===== src/rtl/mem_bus_arbiter.sv =====
// mem_bus_arbiter: shares one data-memory port between the CPU data port and
// the FPGA I/O front end. One owner at a time, round-robin on ties, each
// transfer held until mem_ack or aborted by a wait-cycle timeout.
//
// Handshake: a requester raises x_req with stable we/addr/wdata and holds it
// until it sees a one-cycle x_ack pulse; x_rdata is valid in that ack cycle.
// Towards memory, mem_en stays high with stable we/addr/wdata until the cycle
// in which mem_ack is sampled high (mem_rdata is valid in that same cycle).
module mem_bus_arbiter #(
    parameter int ADDR_W  = 32,
    parameter int DATA_W  = 32,
    parameter int TIMEOUT = 15
) (
    input  logic              clk,
    input  logic              nrst,
    input  logic              cpu_req,
    input  logic              cpu_we,
    input  logic [ADDR_W-1:0] cpu_addr,
    input  logic [DATA_W-1:0] cpu_wdata,
    output logic [DATA_W-1:0] cpu_rdata,
    output logic              cpu_ack,
    input  logic              fpga_req,
    input  logic              fpga_we,
    input  logic [ADDR_W-1:0] fpga_addr,
    input  logic [DATA_W-1:0] fpga_wdata,
    output logic [DATA_W-1:0] fpga_rdata,
    output logic              fpga_ack,
    output logic              mem_en,
    output logic              mem_we,
    output logic [ADDR_W-1:0] mem_addr,
    output logic [DATA_W-1:0] mem_wdata,
    input  logic [DATA_W-1:0] mem_rdata,
    input  logic              mem_ack,
    output logic [1:0]        owner,
    output logic              timeout_err,
    output logic [1:0]        dbg_state
);

    // State encoding doubles as the owner code (00 none, 01 CPU, 10 FPGA).
    typedef enum logic [1:0] {
        IDLE      = 2'b00,
        CPU_BUSY  = 2'b01,
        FPGA_BUSY = 2'b10
    } state_t;

    localparam int CNT_W = (TIMEOUT < 2) ? 1 : $clog2(TIMEOUT + 1);
    localparam logic [CNT_W-1:0] CNT_LAST = CNT_W'(TIMEOUT - 1);

    state_t            state_q, state_d;
    logic              last_fpga_q;   // 1 = FPGA held the previous grant
    logic              lat_we_q;
    logic [ADDR_W-1:0] lat_addr_q;
    logic [DATA_W-1:0] lat_wdata_q;
    logic [CNT_W-1:0]  wait_cnt_q;
    logic              cpu_ack_q, fpga_ack_q;
    logic [DATA_W-1:0] cpu_rdata_q, fpga_rdata_q;
    logic              timeout_q;

    logic cpu_req_m, fpga_req_m;
    logic grant_cpu, grant_fpga;
    logic busy, timed_out, done;

    // Arbitration and next-state: requests are masked during their own ack cycle.
    always_comb begin
        grant_cpu  = 1'b0;
        grant_fpga = 1'b0;
        state_d    = state_q;
        cpu_req_m  = cpu_req & ~cpu_ack_q;
        fpga_req_m = fpga_req & ~fpga_ack_q;
        busy       = (state_q != IDLE);
        timed_out  = busy & ~mem_ack & (wait_cnt_q == CNT_LAST);
        done       = busy & (mem_ack | timed_out);
        case (state_q)
            IDLE: begin
                if (cpu_req_m && fpga_req_m) begin
                    grant_cpu  = last_fpga_q;
                    grant_fpga = ~last_fpga_q;
                end else begin
                    grant_cpu  = cpu_req_m;
                    grant_fpga = fpga_req_m;
                end
                if (grant_cpu)
                    state_d = CPU_BUSY;
                else if (grant_fpga)
                    state_d = FPGA_BUSY;
            end
            CPU_BUSY, FPGA_BUSY: begin
                if (done)
                    state_d = IDLE;
            end
            default: state_d = IDLE;
        endcase
    end

    // FSM state register.
    always_ff @(posedge clk or negedge nrst) begin
        if (!nrst)
            state_q <= IDLE;
        else
            state_q <= state_d;
    end

    // Grant bookkeeping: latch the winner's transfer and track round-robin history.
    always_ff @(posedge clk or negedge nrst) begin
        if (!nrst) begin
            last_fpga_q <= 1'b0;
            lat_we_q    <= 1'b0;
            lat_addr_q  <= '0;
            lat_wdata_q <= '0;
        end else if (grant_cpu) begin
            last_fpga_q <= 1'b0;
            lat_we_q    <= cpu_we;
            lat_addr_q  <= cpu_addr;
            lat_wdata_q <= cpu_wdata;
        end else if (grant_fpga) begin
            last_fpga_q <= 1'b1;
            lat_we_q    <= fpga_we;
            lat_addr_q  <= fpga_addr;
            lat_wdata_q <= fpga_wdata;
        end
    end

    // Wait counter: cleared on grant, counts BUSY cycles without mem_ack.
    always_ff @(posedge clk or negedge nrst) begin
        if (!nrst)
            wait_cnt_q <= '0;
        else if (grant_cpu || grant_fpga)
            wait_cnt_q <= '0;
        else if (busy && !done)
            wait_cnt_q <= wait_cnt_q + 1'b1;
    end

    // Completion: one-cycle ack to the owner, read data or all-ones on timeout.
    always_ff @(posedge clk or negedge nrst) begin
        if (!nrst) begin
            cpu_ack_q    <= 1'b0;
            fpga_ack_q   <= 1'b0;
            cpu_rdata_q  <= '0;
            fpga_rdata_q <= '0;
            timeout_q    <= 1'b0;
        end else begin
            cpu_ack_q  <= done & (state_q == CPU_BUSY);
            fpga_ack_q <= done & (state_q == FPGA_BUSY);
            if (timed_out)
                timeout_q <= 1'b1;
            if (done && state_q == CPU_BUSY) begin
                if (timed_out)
                    cpu_rdata_q <= {DATA_W{1'b1}};
                else if (!lat_we_q)
                    cpu_rdata_q <= mem_rdata;
            end
            if (done && state_q == FPGA_BUSY) begin
                if (timed_out)
                    fpga_rdata_q <= {DATA_W{1'b1}};
                else if (!lat_we_q)
                    fpga_rdata_q <= mem_rdata;
            end
        end
    end

    // Memory side is quiet outside a grant so idle cycles drive all zeros.
    always_comb begin
        mem_en      = busy;
        mem_we      = busy & lat_we_q;
        mem_addr    = busy ? lat_addr_q  : '0;
        mem_wdata   = busy ? lat_wdata_q : '0;
        owner       = state_q;
        dbg_state   = state_q;
        cpu_ack     = cpu_ack_q;
        fpga_ack    = fpga_ack_q;
        cpu_rdata   = cpu_rdata_q;
        fpga_rdata  = fpga_rdata_q;
        timeout_err = timeout_q;
    end

endmodule


===== config.mk =====
export PLATFORM = sky130hd
export DESIGN_NAME = mem_bus_arbiter
export DESIGN_NICKNAME = d
export VERILOG_FILES = /design/src/rtl/mem_bus_arbiter.sv
export SDC_FILE = /design/constraint.sdc
export NUM_CORES = 1
export LEC_CHECK = 0
export CORE_MARGIN = 2
export CORE_UTILIZATION = 42
export CTS_CLUSTER_SIZE = 28
export DETAILED_ROUTE_END_ITERATION = 16
export PLACE_DENSITY = 0.82
export SLEW_MARGIN = 10
export SYNTH_ARGS = -nofsm -noshare
export SYNTH_HDL_FRONTEND = slang
export SYNTH_SLANG_ARGS = --single-unit

===== constraint.sdc =====
create_clock -name clk -period 1.9 [get_ports clk]
set_input_delay 0.475 -clock clk [delete_from_list [all_inputs] [get_ports clk]]
set_output_delay 0.475 -clock clk [all_outputs]
set_load 0.1 [all_outputs]

==> qor.txt, run 1 <==
PLACED DESIGN
--------------------------------------------------------------------------------------
Buffers on Ports                                                                   303
Placed wire-length estimate after detailed placement                           18.0 mm
Placed instance count                                                             1250
Pre-CTS setup slack                                                            -245 ps
Last weighted congestion value of the routability-driven placer                  0.853

GLOBAL ROUTING
--------------------------------------------------------------------------------------
Global-route wire length before repair                                         46.9 mm
Global-route usage over all layers                                               0.380
Met3 track utilization from global routing                                       0.114
Largest net degree at the start of global routing                                   51
Total grt overflow                                                                   0
Met1 layer usage reported by global route                                        0.399
Vias in the first global route                                                    8322
Met2 capacity usage during global routing                                        0.673
Antenna violations before repair                                                     3
Most used routing layer in global routing                                         met2

TIMING
--------------------------------------------------------------------------------------
Number of max-slew violations in the final report                                    0
Slew at the pin closest to its max-slew limit                                   515 ps
Unrepaired setup endpoints after global routing                                   true
Setup-violating endpoint count in the final report                                 178
Final setup margin                                                             -438 ps
Final critical-path required period                                            2340 ps
Share of the clock period used by the worst path                                  1.23
Relative slew margins                                                            0.657
Clock Skews                                                                    16.3 ps
Max Fclk                                                                     0.428 GHz
Hold violation total from the final report                                           0

FINISH
--------------------------------------------------------------------------------------
Final standard cell count with taps included and fillers excluded                 1329
Leading cell types in the layout, fill and taps excluded                  sky130_fd_sc_hd__clkdlybuf4s50_1, sky130_fd_sc_hd__buf_12, sky130_fd_sc_hd__dfrtp_1
Number of filler cells placed in the layout                                        355
Final core occ                                                                   0.951
Multi-input gate area                                                         4170 um2
Layout Nets                                                                       1300
Post-synthesis to final-layout area growth                                        122%
Share of final-layout standard cells stronger than drive strength 1              0.459
Area occupied by registers                                                    3490 um2

YOSYS
--------------------------------------------------------------------------------------
Syn Inst Count                                                                     768
Flip-flop and latch count after synthesis                                          139
Number of enable flip-flop cells after synthesis                                     0
Count of yosys warnings during synthesis                                             0
Nets in the synthesized netlist                                                    940
Share of flip-flops with an asynchronous set or reset after synthesis             1.00
Number of distinct standard cells referenced by the synthesized netlist             31
Netlist area before placement                                                 6490 um2
Sequential cell area fraction in the yosys report                                0.536
Mean post-synth cell area                                                     8.45 um2
Prevailing post-synth register cell                                       sky130_fd_sc_hd__dfrtp_1

FLOORPLAN
--------------------------------------------------------------------------------------
Die Area                                                                     16500 um2
Vertical die dimension                                                          128 um
Number of standard-cell rows in the floorplan                                       45
Starting Density                                                                 0.428
Die extent in x                                                                 128 um
I/O pins                                                                           304
Area of the core region                                                      15100 um2

CLOCK NETWORK
--------------------------------------------------------------------------------------
Number of buffers created by CTS                                                    17
CTS root buf                                                              sky130_fd_sc_hd__clkbuf_16
Clock-pin slew of the registers on the worst-case setup and hold paths           70 ps
H-Tree Level Count                                                                   4
Latest clock arrival within the worst-skew pair                                 440 ps
Maximum clock insertion buffer count                                                 2
CTS tree                                                                           yes
# clock sinks                                                                      139

ROUTING
--------------------------------------------------------------------------------------
First DRT Iteration DRCs                                                           982
DR WL/cell                                                                     29.7 um
Total via count after detailed routing                                            8336
Final ANT Viol Nets                                                                  0
Initial DRT Pass Iterations                                                          7
Via-per-instance ratio                                                            6.27
Number of remaining DRC errors                                                       0
DRT Wirelength                                                                 39.5 mm

CRITICAL PATH
--------------------------------------------------------------------------------------
Critical Path, Cell by Cell                                               inv_4, ha_4, buf_6, buf_12, nor2b_4, buf_12
Worst path most repeated cell                                             sky130_fd_sc_hd__buf_12
Critical path's largest stage delay                                             440 ps
Startpoint type of the worst setup path                                      flip-flop
Origin of the worst setup path                                            dbg_state[0]
Reg-to-reg setup timing slack                                                  -330 ps
R2r startpoint                                                            dbg_state[0]
Required time at the worst-slack endpoint                                      1420 ps
Highest net fanout along the worst path                                              8
Critical path data arrival time                                                1860 ps
R2r endpoint                                                              lat_addr_q[7]
CP Class                                                                  flip-flop to output port
Count of cells along the worst register-to-register path                             8
Slowest stage cell, crit path                                             sky130_fd_sc_hd__dfrtp_4
CP endpoint kind                                                           output port
Critical path destination                                                 mem_addr[10]

RUN STATUS
--------------------------------------------------------------------------------------
Failing checks                                                            negative setup slack
Result of the run                                                         complete, but fails checks

WORST HOLD PATH
--------------------------------------------------------------------------------------
HP Class                                                                  input pin to async pin

JOB
--------------------------------------------------------------------------------------
MaxCap Viol Count                                                                    0

synthesized netlist by cell type, types with 3 or more instances:
cell / instances / area share
sky130_fd_sc_hd__a21oi_1: 196 / 0.15
sky130_fd_sc_hd__and2_1: 3 / 0.0029
sky130_fd_sc_hd__buf_2: 26 / 0.020
sky130_fd_sc_hd__buf_4: 8 / 0.0093
sky130_fd_sc_hd__buf_6: 5 / 0.0087
sky130_fd_sc_hd__clkbuf_1: 19 / 0.011
sky130_fd_sc_hd__dfrtp_1: 139 / 0.54
sky130_fd_sc_hd__ha_1: 5 / 0.0096
sky130_fd_sc_hd__inv_1: 4 / 0.0023
sky130_fd_sc_hd__nand2_1: 71 / 0.041
sky130_fd_sc_hd__nand3_1: 7 / 0.0054
sky130_fd_sc_hd__nor2_1: 197 / 0.11
sky130_fd_sc_hd__nor2b_1: 67 / 0.065
sky130_fd_sc_hd__o21ai_0: 4 / 0.0031
sequential cells by signal, summed over array words and instances (netlist names):
register / count
dbg_state: 2
fpga_rdata: 32
lat_we_q: 1
lat_wdata_q: 32
lat_addr_q: 32
timeout_err: 1
wait_cnt_q: 4
cpu_rdata: 32
fpga_ack: 1
cpu_ack: 1
last_fpga_q: 1
worst max-delay path: cells and delay by family, from the launching register on:
family | cells | cell delay, ps
buffers and inverters | 4 | 560
adder cells (fa/ha/maj) | 1 | 200
flip-flops | 1 | 440
AND/OR/NAND/NOR | 1 | 210
metal layers:
metal | share of wire | wire [um] | vias to the layer above
met5 | 0.00048 | 19 | -
met4 | 0.092 | 3610 | 2
met3 | 0.11 | 4370 | 305
met2 | 0.49 | 19200 | 795
met1 | 0.31 | 12300 | 3996
li1 | - | - | 3238
logic make-up (layout without fill, tap and decap cells):
logic type,after synthesis,after routing,synth area share
AO/OA/AOI/OAI,208,208,0.164
adder cells (fa/ha/maj),5,5,0.00965
buffers and inverters,63,433,0.0519
flip-flops,139,139,0.536
other,0,2,0
AND/OR/NAND/NOR,353,354,0.238
through the flow:
stage               hold WS, ps  area, um2  setup TNS (ps)
floorplan                   179       7150          -19110
global placement            387      12000          -15650
detailed placement          391      12000          -16050
CTS                         502      13600          -29830
global route                529      14400          -44740
finish                      514      14400          -40610
area by class of cell:
| class | instances | share of cell area |
|---|---|---|
| flip-flops and latches | 139 | 0.242 |
| inverters | 4 | 0.00165 |
| well taps | 188 | 0.0163 |
| clock buffers | 19 | 0.0314 |
| repair buffers | 399 | 0.412 |
| diodes | 2 | 0.000347 |
| clock inverters | 11 | 0.00669 |
| multi-input cells | 567 | 0.289 |
what timing repair did:
action	4_1_cts	5_1_grt
cloned	15	9
hold buffers	1	0
pin swaps	22	45
setup endpoints to repair	124	160
resized for setup	141	169
hold endpoints to repair	30	0
buffers inserted	24	7
worst min path at each step:
stage / startpoint / end / slack (ps) / cells past startpoint
4_1_cts: nrst / cpu_rdata[10] / 500 / 2
5_1_grt: nrst / fpga_rdata[27] / 530 / 2
3_3_place_gp: nrst / cpu_rdata[10] / 390 / 1
2_1_floorplan: nrst / cpu_ack / 180 / 0
6_report: nrst / fpga_rdata[27] / 510 / 2
3_5_place_dp: nrst / cpu_rdata[10] / 390 / 1
Power of run 1 is not shown: default switching activity piles up to over one toggle a cycle in this logic, so the estimate is an artifact.
==> run 2, diff against run 1 <==
Settings changed: SLEW_MARGIN 10 to 20.
==> results of run 2 <==
Same layout as run 1: the final DEF is identical, and so are final timing and power.
Power of run 2 is left out for the same reason.
